===== src/rtl/maze_pkg.sv =====
// Shared types and constants for the maze game blocks: direction and
// movement-FSM encodings, start cell and default coordinate width.
package maze_pkg;

    localparam int COORD_W_DEFAULT = 9;
    localparam int CNT_W_DEFAULT   = 16;
    localparam int START_X         = 1;
    localparam int START_Y         = 1;

    typedef enum logic [2:0] {
        NONE,
        UP,
        DOWN,
        LEFT,
        RIGHT
    } dir_t;

    typedef enum logic [1:0] {
        IDLE,
        REQ,
        UPD,
        WIN
    } state_t;

endpackage


===== src/rtl/maze_dir_arbiter.sv =====
// Fixed-priority encoder from the four button pulses to one direction:
// up > down > left > right, all other pulses in the cycle are ignored.
module maze_dir_arbiter
    import maze_pkg::*;
(
    input  logic btn_up,
    input  logic btn_down,
    input  logic btn_left,
    input  logic btn_right,
    output dir_t dir
);

    always_comb begin
        // NOTE: assign a default before the priority chain so no path leaves
        // dir unassigned; a missing else would otherwise infer a latch.
        dir = NONE;
        if (btn_up)
            dir = UP;
        else if (btn_down)
            dir = DOWN;
        else if (btn_left)
            dir = LEFT;
        else if (btn_right)
            dir = RIGHT;
    end

endmodule


===== src/rtl/maze_move_ctrl.sv =====
// Player-movement controller: arbitrates button presses, range-checks the target,
// reads the wall memory and commits legal moves. MAZE_MOVE_CNT_EN enables move_cnt.
module maze_move_ctrl
    import maze_pkg::*;
#(
    parameter int COORD_W = COORD_W_DEFAULT,
    parameter int CNT_W   = CNT_W_DEFAULT
) (
    input  logic               clk,
    input  logic               rst_sys,
    input  logic               enable,
    input  logic               restart,
    input  logic               btn_up,
    input  logic               btn_down,
    input  logic               btn_left,
    input  logic               btn_right,
    input  logic [COORD_W-1:0] size_x,
    input  logic [COORD_W-1:0] size_y,
    input  logic [COORD_W-1:0] exit_x,
    input  logic [COORD_W-1:0] exit_y,
    output logic               wall_rd_req,
    output logic [COORD_W-1:0] wall_rd_x,
    output logic [COORD_W-1:0] wall_rd_y,
    input  logic               wall_rd_ack,
    input  logic               wall_rd_data,
    output logic [COORD_W-1:0] my_x,
    output logic [COORD_W-1:0] my_y,
    output logic               arrived,
    output logic               busy,
    output logic [CNT_W-1:0]   move_cnt
);

    localparam logic [COORD_W-1:0] X0  = COORD_W'(START_X);
    localparam logic [COORD_W-1:0] Y0  = COORD_W'(START_Y);
    localparam logic [COORD_W:0]   ONE = (COORD_W+1)'(1);

    state_t           state;
    dir_t             dir;
    logic             restart_pend;
    logic [COORD_W:0] tgt_x;
    logic [COORD_W:0] tgt_y;
    logic             in_range;
    logic             press_ok;
    logic             commit;
    logic             at_exit;

    maze_dir_arbiter u_arb (
        .btn_up    (btn_up),
        .btn_down  (btn_down),
        .btn_left  (btn_left),
        .btn_right (btn_right),
        .dir       (dir)
    );

    // One guard bit: stepping left/up from 0 wraps to all-ones and fails the range check.
    always_comb begin
        tgt_x = {1'b0, my_x};
        tgt_y = {1'b0, my_y};
        case (dir)
            UP:      tgt_y = {1'b0, my_y} - ONE;
            DOWN:    tgt_y = {1'b0, my_y} + ONE;
            LEFT:    tgt_x = {1'b0, my_x} - ONE;
            RIGHT:   tgt_x = {1'b0, my_x} + ONE;
            default: ;
        endcase
    end

    assign in_range = (tgt_x < {1'b0, size_x}) && (tgt_y < {1'b0, size_y});
    assign press_ok = enable && !arrived && (dir != NONE) && in_range;
    assign at_exit  = (wall_rd_x == exit_x) && (wall_rd_y == exit_y);
    assign commit   = (state == REQ) && wall_rd_ack && !wall_rd_data && enable
                      && !restart && !restart_pend;

    // The update decision is taken on the ack edge so the new position shows in
    // N+2+L and IDLE can take the next press in that same cycle.
    always_ff @(posedge clk or posedge rst_sys) begin
        // NOTE: state registers use non-blocking assignments so every branch
        // sees pre-edge values regardless of statement order.
        if (rst_sys) begin
            state        <= IDLE;
            restart_pend <= 1'b0;
            wall_rd_req  <= 1'b0;
            wall_rd_x    <= '0;
            wall_rd_y    <= '0;
            my_x         <= X0;
            my_y         <= Y0;
            arrived      <= 1'b0;
            busy         <= 1'b0;
        end else begin
            case (state)
                IDLE: begin
                    if (restart) begin
                        my_x    <= X0;
                        my_y    <= Y0;
                        arrived <= 1'b0;
                    end else if (press_ok) begin
                        state       <= REQ;
                        wall_rd_req <= 1'b1;
                        wall_rd_x   <= tgt_x[COORD_W-1:0];
                        wall_rd_y   <= tgt_y[COORD_W-1:0];
                        busy        <= 1'b1;
                    end
                end
                REQ: begin
                    if (restart) begin
                        my_x         <= X0;
                        my_y         <= Y0;
                        arrived      <= 1'b0;
                        restart_pend <= 1'b1;
                    end
                    if (wall_rd_ack) begin
                        wall_rd_req  <= 1'b0;
                        restart_pend <= 1'b0;
                        if (commit && at_exit) begin
                            my_x    <= wall_rd_x;
                            my_y    <= wall_rd_y;
                            arrived <= 1'b1;
                            state   <= WIN;
                        end else begin
                            if (commit) begin
                                my_x <= wall_rd_x;
                                my_y <= wall_rd_y;
                            end
                            state <= IDLE;
                            busy  <= 1'b0;
                        end
                    end
                end
                UPD: begin
                    state <= IDLE;
                    busy  <= 1'b0;
                end
                WIN: begin
                    if (restart) begin
                        my_x    <= X0;
                        my_y    <= Y0;
                        arrived <= 1'b0;
                        state   <= IDLE;
                        busy    <= 1'b0;
                    end
                end
                default: begin
                    state <= IDLE;
                    busy  <= 1'b0;
                end
            endcase
        end
    end

`ifdef MAZE_MOVE_CNT_EN
    always_ff @(posedge clk or posedge rst_sys) begin
        if (rst_sys)
            move_cnt <= '0;
        else if (restart)
            move_cnt <= '0;
        else if (commit && (move_cnt != {CNT_W{1'b1}}))
            move_cnt <= move_cnt + CNT_W'(1);
    end
`else
    assign move_cnt = '0;
`endif

endmodule


===== config.mk =====
export PLATFORM = sky130hd
export DESIGN_NAME = maze_move_ctrl
export DESIGN_NICKNAME = d
export VERILOG_FILES = /design/src/rtl/maze_pkg.sv /design/src/rtl/maze_dir_arbiter.sv /design/src/rtl/maze_move_ctrl.sv
export SDC_FILE = /design/constraint.sdc
export NUM_CORES = 1
export LEC_CHECK = 0
export BUFFER_PORTS_ARGS = -buffer_cell sky130_fd_sc_hd__buf_2
export CORE_MARGIN = 1.5
export CORE_UTILIZATION = 45
export DETAILED_ROUTE_END_ITERATION = 6
export PLACE_DENSITY = 0.8
export SYNTH_ARGS = -nofsm -noshare
export SYNTH_HDL_FRONTEND = slang
export SYNTH_SLANG_ARGS = --single-unit
export TNS_END_PERCENT = 1

===== constraint.sdc =====
create_clock -name clk -period 3.7 [get_ports clk]
set_input_delay 0.185 -clock clk [delete_from_list [all_inputs] [get_ports clk]]
set_output_delay 0.185 -clock clk [all_outputs]
set_load 0.01 [all_outputs]

==> results.json <==
{
  "first_global_vias": 3392,
  "outcome": "finished with violations",
  "area_delta_synth_final_pct": 37.0,
  "diodes": 0,
  "critPathBufInv": 3,
  "hold_viol_final": 0,
  "crit_family": "compound AO/OA/AOI/OAI gates",
  "clk_pin_slew_worst_paths_ns": 0.09,
  "routabilityCongestion": 1.00,
  "synthArstFlopShare": 1.00,
  "io_buffers": 84,
  "final_area_um2": 4770,
  "cp.arrival_ns": 4.27,
  "ant_nets": 0,
  "relSlewSlack": 0.310,
  "cts_made_buffers": 5,
  "endpoint_kind": "flop",
  "yosysTopAreaCellShare": 0.287,
  "grt_max_degree": 43,
  "wl_um": 11300,
  "max_cap_viol_count": 0,
  "cp_max_fo": 5,
  "cts_buffer_depth": 2,
  "clock_latency_ns": 0.30,
  "peakVddDrop_mv": 0.193,
  "fin_ws_ns": -0.376,
  "core_area_um2": 7370,
  "yosys_warnings": 0,
  "h-tree-depth": 2,
  "layout.cells.non_filler": 614,
  "start_util": 0.472,
  "dr.pass1.iters": 4,
  "grt_pass1_wl_um": 16800,
  "synth_seq_cells": 42,
  "synthCells": 362,
  "first_iter_violations": 265,
  "slew_violations": 0,
  "synth_edf_count": 0,
  "max_freq_ghz": 0.245,
  "rows": 31,
  "root_buffer": "clkbuf_8",
  "synth-seq-area-share": 0.303,
  "rsz0062_at_grt": "true",
  "max_stage_delay_ns": 0.47,
  "min_period_over_period": 1.10,
  "slowest_stage": "dfrtp_2",
  "post-route-min-period_ns": 4.08,
  "via_per_inst": 5.64,
  "hold_path.class": "in2async",
  "nNetsFinal": 601,
  "grt_overflow_total": 0,
  "cts_hold_buf": 0,
  "die_w_um": 91.0,
  "clock_sinks": 42,
  "violations": "negative setup slack",
  "place_area_um2": 4360,
  "nFillCells": 576,
  "ys.flop_type": "dfrtp_1",
  "drive_gt1_frac": 0.417,
  "worst_setup_path_start_kind": "flop",
  "crit_chain": "ha_4 -> a21oi_4 -> nand2_2 -> buf_4 -> xnor2_1 -> o21ai_1 -> ha_1 -> a211oi_2 -> nor2_1 -> a2111oi_2 -> o21ai_1 -> a311o_1 -> nor4b_4 -> buf_4 -> buf_8 -> mux2_4",
  "worstMarginPinSlew_ns": 1.03,
  "hold_slack_ns": 0.0201,
  "finalSetupViolations": 22,
  "synth_area_leaders": "dfrtp_1 (29%), ha_1 (14%), xor2_1 (5.0%)",
  "antenna_found_initial": 0,
  "synth_cell_types": 56,
  "syn_area_per_cell_um2": 9.62,
  "dpl.hpwl_um": 8080,
  "num_vias": 3466,
  "dp_cells": 592,
  "worstSetupPathType": "reg2reg",
  "fp.dieArea_um2": 8270,
  "io_pins": 101,
  "worstPathRequired_ns": 3.89,
  "syn-cell-area_um2": 3480,
  "cts_tree": "done",
  "gr-usage-all-layers": 0.258,
  "drc_errors": 0,
  "p_per_area_nw_per_um2": 376,
  "synth_top_cell_by_area": "dfrtp_1",
  "clock_skew_ns": 0.00464,
  "power.leakage_nw": 2.48,
  "die_h_um": 91.0,
  "routedWlPerCell_um": 18.4
}
==> per-layer routing <==
metal  global-route usage  routed length [um]  vias up
li1                     -                   -     1582
met1                0.324                4640     1673
met2                0.437                5590      175
met3               0.0477                 729       36
met4               0.0951                 348        0
met5                    0                   0        -
==> timing repair <==
item                       in CTS  in global routing
pin swaps                      20                 17
gates resized for setup        34                 21
gates cloned                    1                  0
setup buffers                   9                  4
setup endpoints to repair      22                 22
==> tightest hold or removal path, delay by kind of cell <==
family	cells	cell delay, ns
buf+inv	3	0.61
==> per-stage QoR <==
stage	power, mW	setup TNS (ns)	worst slack [ns]	utilization
2_1_floorplan	1.08	-9.01	-0.566	-
3_3_place_gp	1.32	-11.76	-0.573	0.592
3_5_place_dp	1.35	-12.02	-0.596	0.592
4_1_cts	1.75	-2.15	-0.158	0.631
5_1_grt	1.87	-8.57	-0.447	0.647
6_report	1.79	-6.89	-0.376	0.647
==> power by group <==
part | leakage, nW | total [mW] | switching, mW | internal (mW)
sequential | 0.555 | 0.665 | 0.118 | 0.546
clock | 0.0524 | 0.376 | 0.174 | 0.202
combinational | 1.87 | 0.752 | 0.381 | 0.371
==> cell type report <==
| type | count | area, um2 | share of cell area |
|---|---|---|---|
| Sequential cell | 42 | 1050 | 0.221 |
| Clock inverter | 1 | 30.0 | 0.00630 |
| Inverter | 30 | 113 | 0.0236 |
| Timing Repair Buffer | 151 | 946 | 0.198 |
| Clock buffer | 7 | 76.3 | 0.0160 |
| Tap cell | 99 | 124 | 0.0260 |
| Multi-Input combinational cell | 284 | 2430 | 0.509 |
==> Yosys cell counts (all sizes together), types with 2 or more instances <==
| cell | n |
|---|---|
| clkbuf | 4 |
| o211ai | 2 |
| nand2 | 20 |
| or2 | 3 |
| xor2 | 20 |
| mux2i | 2 |
| and3 | 3 |
| nor3 | 3 |
| o21a | 3 |
| o2bb2ai | 2 |
| dfrtp | 40 |
| fa | 2 |
| a21oi | 18 |
| a22oi | 2 |
| a211oi | 2 |
| nand3 | 2 |
| nor2b | 5 |
| a21o | 7 |
| mux2 | 19 |
| nor3b | 3 |
| a221o | 2 |
| o21ai | 26 |
| nand2b | 5 |
| a31oi | 5 |
| nor4 | 7 |
| xnor2 | 14 |
| nand4 | 8 |
| a22o | 16 |
| buf | 17 |
| ha | 39 |
| nor2 | 12 |
| dfstp | 2 |
| nor4b | 2 |
| inv | 30 |
==> sequential cells by signal (all words and copies together), names as in the netlist <==
signal / count
wall_rd_req: 1
wall_rd_x: 9
state: 2
my_y: 9
restart_pend: 1
wall_rd_y: 9
my_x: 9
busy: 1
arrived: 1
==> worst paths after layout <==
path                              from            to  slack (ns)  cells after the start
min                            rst_sys       my_y[7]        0.02                      3
max in group asynchronous      rst_sys       my_x[2]        3.25                      3
max                            my_x[2]  wall_rd_x[7]       -0.38                     16
max reg2reg                    my_x[2]  wall_rd_x[7]       -0.38                     16
min in group clk           wall_rd_ack  restart_pend        0.11                      2
min reg2reg                       busy          busy        0.53                      1
==> cells by family after synthesis <==
kind of cell               synth area share
AOI/OAI and AO/OA                     0.182
and+or+nand+nor                       0.126
adders and majority gates             0.152
DFF                                   0.303
xor gates and xnor gates             0.0855
other                               0.00108
muxes                                0.0769
buffers and inverters                0.0744
==> cells in the final DEF, fill, tap and decap left out, types with 3 or more instances in the layout <==
master	n
ha_4	4
a21oi_2	5
clkbuf_8	5
nor4_1	5
nor2_1	11
inv_1	29
o21ai_0	13
ha_1	34
nand4_1	8
dfrtp_1	39
nand2_1	19
buf_4	62
a31oi_1	4
mux2_4	17
o21ai_2	6
buf_2	84
nor3_1	3
a21oi_1	11
o21ai_1	7
xnor2_1	14
a22o_1	16
conb_1	16
buf_6	4
a21o_1	7
nand2b_1	5
o21a_1	3
xor2_1	20
nor2b_1	5
No activity file was read; power rests on OpenSTA's default activity.
